## config.mk

```make
export PLATFORM = sky130hd
export DESIGN_NAME = instr_fetch
export DESIGN_NICKNAME = d
export VERILOG_FILES = /design/src/rtl/fetch_pkg.sv /design/src/rtl/fetch_queue.sv /design/src/rtl/instr_fetch.sv
export SDC_FILE = /design/constraint.sdc
export NUM_CORES = 1
export LEC_CHECK = 0
export BUFFER_PORTS_ARGS = -buffer_cell sky130_fd_sc_hd__buf_2
export CAP_MARGIN = 40
export CORE_MARGIN = 2
export CORE_UTILIZATION = 40
export CTS_BUF_LIST = sky130_fd_sc_hd__clkbuf_16
export DETAILED_ROUTE_END_ITERATION = 7
export PLACE_DENSITY = 0.67
export SLEW_MARGIN = 40
export SYNTH_ARGS = -nofsm -noshare
export SYNTH_HDL_FRONTEND = slang
export SYNTH_SLANG_ARGS = --single-unit
```

## constraint.sdc

```tcl
create_clock -name clk -period 7.18 [get_ports clk]
set_clock_uncertainty 0.2 [all_clocks]
set_input_delay 1.436 -clock clk [delete_from_list [all_inputs] [get_ports clk]]
set_output_delay 1.436 -clock clk [all_outputs]
set_load 0.005 [all_outputs]
```

## src/rtl/fetch_pkg.sv

```systemverilog
// Shared types for the Hack CPU instruction fetch front-end.
// Queue depth and the {instr, pc} entry carried from ROM to decode.
package fetch_pkg;

    localparam int FETCH_WIDTH  = 16;
    localparam int FETCH_DWIDTH = 16;

    localparam logic [1:0] FETCH_QDEPTH = 2'd2;

    typedef struct packed {
        logic [FETCH_DWIDTH-1:0] instr;
        logic [FETCH_WIDTH-1:0]  pc;
    } fetch_entry_t;

endpackage

```

## src/rtl/fetch_queue.sv

```systemverilog
// Two-entry synchronous FIFO of fetched instructions.
// Head is a register; flush wins over push; push+pop legal when full.
module fetch_queue
    import fetch_pkg::*;
(
    input  logic         clk,
    input  logic         reset,
    input  logic         flush,
    input  logic         push,
    input  fetch_entry_t din,
    input  logic         pop,
    output fetch_entry_t head,
    output logic [1:0]   count
);

    fetch_entry_t tail;

    // Entry storage and occupancy; pop shifts tail into head
    always_ff @(posedge clk) begin
        if (reset) begin
            head  <= '0;
            tail  <= '0;
            count <= '0;
        end else if (flush) begin
            count <= '0;
        end else begin
            case ({push, pop})
                2'b11: begin
                    if (count == FETCH_QDEPTH) begin
                        head <= tail;
                        tail <= din;
                    end else begin
                        head <= din;
                    end
                end
                2'b10: begin
                    if (count == 2'd0) begin
                        head <= din;
                    end else begin
                        tail <= din;
                    end
                    count <= count + 2'd1;
                end
                2'b01: begin
                    head  <= tail;
                    count <= count - 2'd1;
                end
                default: begin
                end
            endcase
        end
    end

endmodule

```

## src/rtl/instr_fetch.sv

```systemverilog
// Fetch front-end: owns the fetch PC, issues ROM reads on credit,
// buffers returned words and handles redirects from execute.
module instr_fetch
    import fetch_pkg::*;
#(
    parameter int WIDTH  = FETCH_WIDTH,
    parameter int DWIDTH = FETCH_DWIDTH
) (
    input  logic              clk,
    input  logic              reset,
    output logic              rom_en,
    output logic [WIDTH-1:0]  rom_addr,
    input  logic [DWIDTH-1:0] rom_data,
    input  logic              redirect,
    input  logic [WIDTH-1:0]  redirect_addr,
    output logic [DWIDTH-1:0] instr,
    output logic [WIDTH-1:0]  instr_pc,
    output logic              instr_valid,
    input  logic              instr_ready
);

    logic [WIDTH-1:0] fpc;
    logic [WIDTH-1:0] inflight_pc;
    logic [WIDTH-1:0] issue_addr;
    logic             inflight;
    logic             issue;
    logic             pop;
    logic             push;
    logic [1:0]       count;
    logic [1:0]       occ;
    fetch_entry_t     din;
    fetch_entry_t     head;

    // Credit: queued words plus the word still coming back from ROM
    assign occ = count + {1'b0, inflight};

    assign instr_valid = (count != 2'd0) && !redirect;
    assign pop         = instr_valid && instr_ready;
    assign push        = inflight && !redirect;

    assign issue = redirect
                 || (occ < FETCH_QDEPTH)
                 || ((occ == FETCH_QDEPTH) && pop);

    assign issue_addr = redirect ? redirect_addr : fpc;
    assign rom_en     = issue && !reset;
    assign rom_addr   = reset ? '0 : issue_addr;

    assign instr    = head.instr;
    assign instr_pc = head.pc;

    // Response word is tagged with the address it was fetched from
    always_comb begin
        din       = '0;
        din.instr = rom_data;
        din.pc    = inflight_pc;
    end

    // Fetch PC and in-flight tracking; PC wraps modulo 2^WIDTH
    always_ff @(posedge clk) begin
        if (reset) begin
            fpc         <= '0;
            inflight    <= 1'b0;
            inflight_pc <= '0;
        end else if (issue) begin
            fpc         <= issue_addr + WIDTH'(1);
            inflight    <= 1'b1;
            inflight_pc <= issue_addr;
        end else begin
            inflight    <= 1'b0;
        end
    end

    fetch_queue u_queue (
        .clk   (clk),
        .reset (reset),
        .flush (redirect),
        .push  (push),
        .din   (din),
        .pop   (pop),
        .head  (head),
        .count (count)
    );

endmodule

```

==> results of run 1 <==
-- cell usage after synthesis (4+ instances only) --
library cell,number
nand2_1,194
dfxtp_1,99
a21oi_1,77
clkbuf_1,46
nor2_1,38
a311o_1,34
a221oi_1,32
mux2i_1,19
a211oi_1,13
nand3_1,10
xor2_1,10
buf_2,9
inv_1,7
xnor2_1,6
ha_1,5
nand2b_1,5
nand3b_1,5
buf_1,4
nand4_1,4
o21a_1,4
-- where the power goes --
part	switching (mW)	internal (mW)
logic	0.0929	0.0617
clock network	0.211	0.299
registers	0.0200	0.571
-- worst max-delay path, stage by stage --
cell	delay, ns
buf_2	0.12
and3b_1	0.17
o22a_1	0.39
nor2_1	0.72
nor2_1	0.16
buf_2	0.18
-- how the worst max path moves through the flow --
stage,startpoint,end,slack (ns)
detailed placement,instr_ready,rom_en,2.41
CTS,instr_ready,rom_en,2.41
global route,instr_ready,rom_en,2.24
finish,instr_ready,rom_en,2.38
global placement,instr_ready,rom_en,2.46
floorplan,redirect,rom_addr[3],3.00
-- per-layer routing --
metal  wire (um)  up-vias
met5           0        -
met4         220        0
met1        6390     2476
met3         859       22
met2        6970      179
li1            -     2475
-- through the flow --
step,power [mW],util (%),setup WS (ns)
global route,1.31,47.2,2.24
floorplan,0.701,-,3.00
global placement,0.751,44.7,2.46
detailed placement,0.757,44.8,2.41
finish,1.26,47.2,2.38
CTS,1.26,47.2,2.41
-- sequential cells by signal, summed over array words and instances (netlist names) --
name and cells:
fpc 16, u_queue.head 32, inflight_pc 16, u_queue.count 2, inflight 1, u_queue.tail 32
-- placed cells by master (no fill, tap or decap), types with 2 or more instances in the layout --
cell type	Yosys	final
nor4b_1	2	2
nand4b_1	3	3
a221oi_1	32	32
xnor2_1	6	6
nor2_1	38	38
nand3b_1	5	5
ha_1	5	4
a22oi_1	3	3
a311oi_1	2	2
bufinv_16	0	2
xor2_1	10	10
buf_2	9	84
o21a_1	4	4
nor3b_1	3	3
or2_2	2	2
nor3_1	3	3
inv_1	7	10
a21oi_1	77	77
o21ai_0	2	2
mux2i_1	19	19
nand3_1	10	10
dfxtp_1	99	99
a311o_1	34	34
buf_4	0	8
nand2_1	194	192
clkbuf_16	0	9
nand2_2	0	2
a21o_1	3	3
nand4_1	4	4
and3_1	2	2
a31oi_1	2	2
nand2b_1	5	5
a211oi_1	13	13
-- logic make-up after synthesis --
group,share of synthesized area [%]
XOR/XNOR,2.71
AO/OA/AOI/OAI,25.6
AND/OR/NAND/NOR,23.1
multiplexers,3.89
adder cells (fa/ha/maj),1.21
flip-flops,38.3
buffers and inverters,5.22
-- area by class of cell --
class	count	area share, %
multi-input combinational	504	49.5
sequential	99	33.2
timing repair buffer	93	8.12
clock buffer	9	3.78
tap	172	3.61
clock inverter	6	1.26
inverter	7	0.441
==> metrics, run 1 <==
status complete, no violations; FF-to-FF Start u_queue.count[0]; Final TNS setup 0 ns; die width around 120 um; DPL Wire Length 8.95 mm; Seq cells post-synth between 90 and 100; Boundary Pins between 80 and 90; total track usage 20.4%; RSZ-0062 raised after global routing no; hold path cells 2; clk buf depth 2; CTS Buf Count 9; grt met1 use 26.6%; first-pass GRT wire length 23.3 mm; drt first pass iters 7; crit path time final 4.80 ns; Cell Area, Placed 0.00566 sq mm; Mean Syn Cell Area 7.72 sq um; initial antenna violation count 0; drc violations 0; synth top area cells dfxtp_1, nand2_1, a21oi_1, a311o_1, a221oi_1; Layout Nets 755; number of flops mapped to enable cells by yosys 0; post_cts resized 0; met3 Resource Use GR 5.04%; Setup crit start kind input pin; crit-path max FO 14; Async S/R FF share, synth 0%; Leakage 2.33 nW; ys flop type dfxtp_1; final wirelength 14.4 mm; Hold Buf Count CTS 0; fmax 208 MHz; Clk pin slew, worst setup/hold paths 0.07 ns; ratio of cells with drive above 1 in the final layout 16.2%; M2 GR Usage 33.0%; Netlist cell types 50; Worst Path Required between 5 and 6 ns; Worst Hold Class reg -> reg; fin crit share 66.9%; layer with the highest usage met2; sequential area share after synthesis 38.3%; worst slew pin tran 0.823 ns; Fill cells 1266; antenna cells 0; area occupied by multi-input gates 0.00295 sq mm; Max-slew headroom 44.9%; Layout area overhead 15.2%; CTS tree yes; design area 0.00596 sq mm; crit end category output port; max cap viols 0; Pins Over Slew Limit 0; # rows slightly above 40; Arrival @ worst endpoint 3.16 ns; postcts setup bufs 0; Syn Nets 711; pin count of the biggest net entering global routing 67; Power Density around 210 mW/mm^2; post-synth top area cell dfxtp_1; Mapped Area around 0.0052 sq mm; synth warn 0; Layout Cells excl Fill 890; Clk Latency, worst-skew pair 0.36 ns; hold path startpoint u_queue.head[18]; vias in the first global route 4678; Vias 5152; Mapped Cells 670; Hold Worst Slack 0.251 ns; Worst Hold End u_queue.head[18]; peak supply drop 0.128 mV; Port Buf Inserts 85; post-route ant nets 0; DR vias/cell 5.79; die footprint 0.0139 sq mm; total grt overflow 0; CP Class in -> out; clock sinks 99; CTS root buffer clkbuf_16; final hold violation count 0; DRT iter0 DRCs between 500 and 600; setup violators final 0; Reg2Reg Depth 10; Reg area 0.00198 sq mm; placed cells 875; core area roughly 0.013 sq mm; RD Place Congestion 0.906; H-Tree Depth 3; worst r2r dst u_queue.head[10]; flop-to-flop setup slack 4.00 ns; WL per Instance 16.2 um; Yosys top cell area share 38.3%; die height 118 um; Starting Density between 40% and 50%
No activity file was read; power rests on OpenSTA's default activity.
==> inputs of run 2 (changes only) <==
--- a/config.mk
+++ b/config.mk
@@ -11,7 +11,7 @@
 export CORE_UTILIZATION = 40
 export CTS_BUF_LIST = sky130_fd_sc_hd__clkbuf_16
 export DETAILED_ROUTE_END_ITERATION = 7
-export PLACE_DENSITY = 0.67
+export PLACE_DENSITY = 0.69
 export SLEW_MARGIN = 40
 export SYNTH_ARGS = -nofsm -noshare
 export SYNTH_HDL_FRONTEND = slang
==> constraint.sdc (replaced) <==
create_clock -name clk -period 3.9 [get_ports clk]
set_clock_uncertainty 0.2 [all_clocks]
set_input_delay 0.78 -clock clk [delete_from_list [all_inputs] [get_ports clk]]
set_output_delay 0.78 -clock clk [all_outputs]
set_load 0.005 [all_outputs]
==> run 2 against run 1 <==
Against the previous run:
- non-clock buffer count is 9 higher
- global-route usage hardly changed
- first-iteration DRC count fell by 22%
- sequential share of layout area down 0.36 points
- sequential power rose by 84%
- flip-flop and latch count unchanged
- register-to-register slack worse by 3.0 ns
- die area is the same
- count of clock-buffer cells in the layout unchanged
- final area grew 1.1%
- setup slack lost 1.7 ns
==> metrics, run 2 (synthesized netlist as in run 1, its figures left out) <==
Clk Latency, worst-skew pair 0.35 ns (about the same); Worst Path Required 2.92 ns (-2.62 ns); crit-path max FO 26 (+12); final hold violation count 0 (unchanged); status complete, no violations; Boundary Pins 86 (unchanged); slowest CP cell mux2i_1; FF-to-FF Start u_queue.count[0]; H-Tree Depth 3 (unchanged); core area 0.0126 sq mm (unchanged); post_cts resized 0 (unchanged); total grt overflow 0 (unchanged); clk buf depth 2 (unchanged); Starting Density 41.0% (unchanged); CP Class in -> out; pin count of the biggest net entering global routing 73 (+9.0%); placed cells 883 (+0.91%); biggest regs u_queue.head (32), u_queue.tail (32); first-pass GRT wire length 23.3 mm (+0.30%); die width 118 um (unchanged); Critical Path Source redirect; hold path cells 2 (unchanged); post-route ant nets 0 (unchanged); DPL Wire Length 9.41 mm (+5.1%); initial antenna violation count 0 (unchanged); Layout area overhead 16.5%; peak supply drop 0.208 mV (+63%); CP max stage delay 0.40 ns (-0.32 ns); die footprint 0.0139 sq mm (unchanged); postcts setup bufs 0 (unchanged); commonest cells after routing, fill and taps aside nand2_1, dfxtp_1, buf_2, a21oi_1, nor2_1; final wirelength 14.3 mm (-0.64%); worst slew pin tran 0.773 ns (-0.0497 ns); clock sinks 99 (unchanged); Fill cells 1277 (+0.87%); fin crit share around four fifths; crit end category output port; crit path time final 3.17 ns; critical-path cell list buf_2, buf_4, buf_4, mux2i_1, nor2_1, buf_2; drt first pass iters 5 (-2); DRT iter0 DRCs 404 (-22%); RSZ-0062 raised after global routing no; hold path startpoint u_queue.head[21]; design area 0.00603 sq mm (+1.1%); Final TNS setup 0 ns (unchanged); fmax 315 MHz; CTS root buffer clkbuf_16; Clk pin slew, worst setup/hold paths 0.06 ns (about the same); max cap viols 0 (unchanged); Layout Cells excl Fill 900 (+1.1%); worst r2r dst u_queue.head[23]; Arrival @ worst endpoint 2.19 ns (-0.97 ns); flop-to-flop setup slack 1.00 ns (-3.00 ns); most common cell after layout, fill and taps aside nand2_1; Reg2Reg Depth 8 (-2); WL per Instance 15.9 um (-1.7%); CTS Buf Count 9 (unchanged); Hold Buf Count CTS 0 (unchanged); ratio of cells with drive above 1 in the final layout 17.4% (+1.3 points); DR vias/cell 5.73 (-0.98%); RD Place Congestion 0.910 (+0.39%); Cell Area, Placed 0.00572 sq mm (+1.1%); die height 118 um (unchanged); Port Buf Inserts 85 (unchanged); total track usage 20.4% (-0.050 points); Layout Nets 764 (+1.2%); Worst Hold Class reg -> reg; Pins Over Slew Limit 0 (unchanged); # rows 41 (unchanged); drc violations 0 (unchanged); vias in the first global route 4855 (+3.8%); Leakage 2.37 nW (+1.8%); CTS tree yes; Power Density 374 mW/mm^2 (+78%); Vias 5159 (+0.14%); setup violators final 0 (unchanged); antenna cells 0 (unchanged); Max-slew headroom 48.4% (+3.5 points); Setup crit start kind input pin; Worst Hold End u_queue.head[21]
run 2: area by class of cell:
class                   count  area (sq um)  share of cell area (%)
multi-input cells         504          2940                    48.8
inverters                   7          26.3                   0.436
flip-flops and latches     99          1980                    32.9
repair buffers            102           576                    9.55
clock buffers               9           225                    3.74
clock inverters             7          60.1                   0.996
well taps                 172           215                    3.57
run 2: metrics by stage:
step	util, %	hold slack, ns	power (mW)	setup WS (ns)
after CTS	47.6	0.253	2.27	0.724
after floorplan	-	0.244	1.29	0.440
after global placement	45.3	0.241	1.39	0.630
final	47.8	0.252	2.25	0.728
after global routing	47.8	0.274	2.35	0.589
after detailed placement	45.4	0.244	1.40	0.546
run 2: per-layer routing:
metal / share of wire [%] / up-vias / global-route usage (%)
li1: - / 2496 / -
met1: 45 / 2481 / 25.3
met2: 48 / 156 / 34.8
met3: 4.5 / 26 / 3.59
met4: 1.9 / 0 / 8.36
met5: 0 / - / 0
run 2: how the worst max path moves through the flow:
| stage | depth (start not counted) | slack (ns) | to |
|---|---|---|---|
| after detailed placement | 11 | 0.55 | u_queue.head[16] |
| final | 6 | 0.73 | rom_addr[12] |
| after floorplan | 15 | 0.44 | u_queue.head[10] |
| after global placement | 12 | 0.63 | u_queue.head[20] |
| after CTS | 6 | 0.72 | rom_addr[12] |
| after global routing | 7 | 0.59 | rom_en |
run 2: critical path, delay by kind of cell:
kind                   cells  cell delay, ns
muxes                      1            0.40
and+or+nand+nor            1            0.11
buffers and inverters      4            0.90
run 2: report_power, final:
part | switching (mW) | internal, mW | total, mW
Combinational | 0.169 | 0.119 | 0.288
Sequential | 0.0382 | 1.05 | 1.09
Clock | 0.387 | 0.490 | 0.877
Total | 0.595 | 1.66 | 2.25
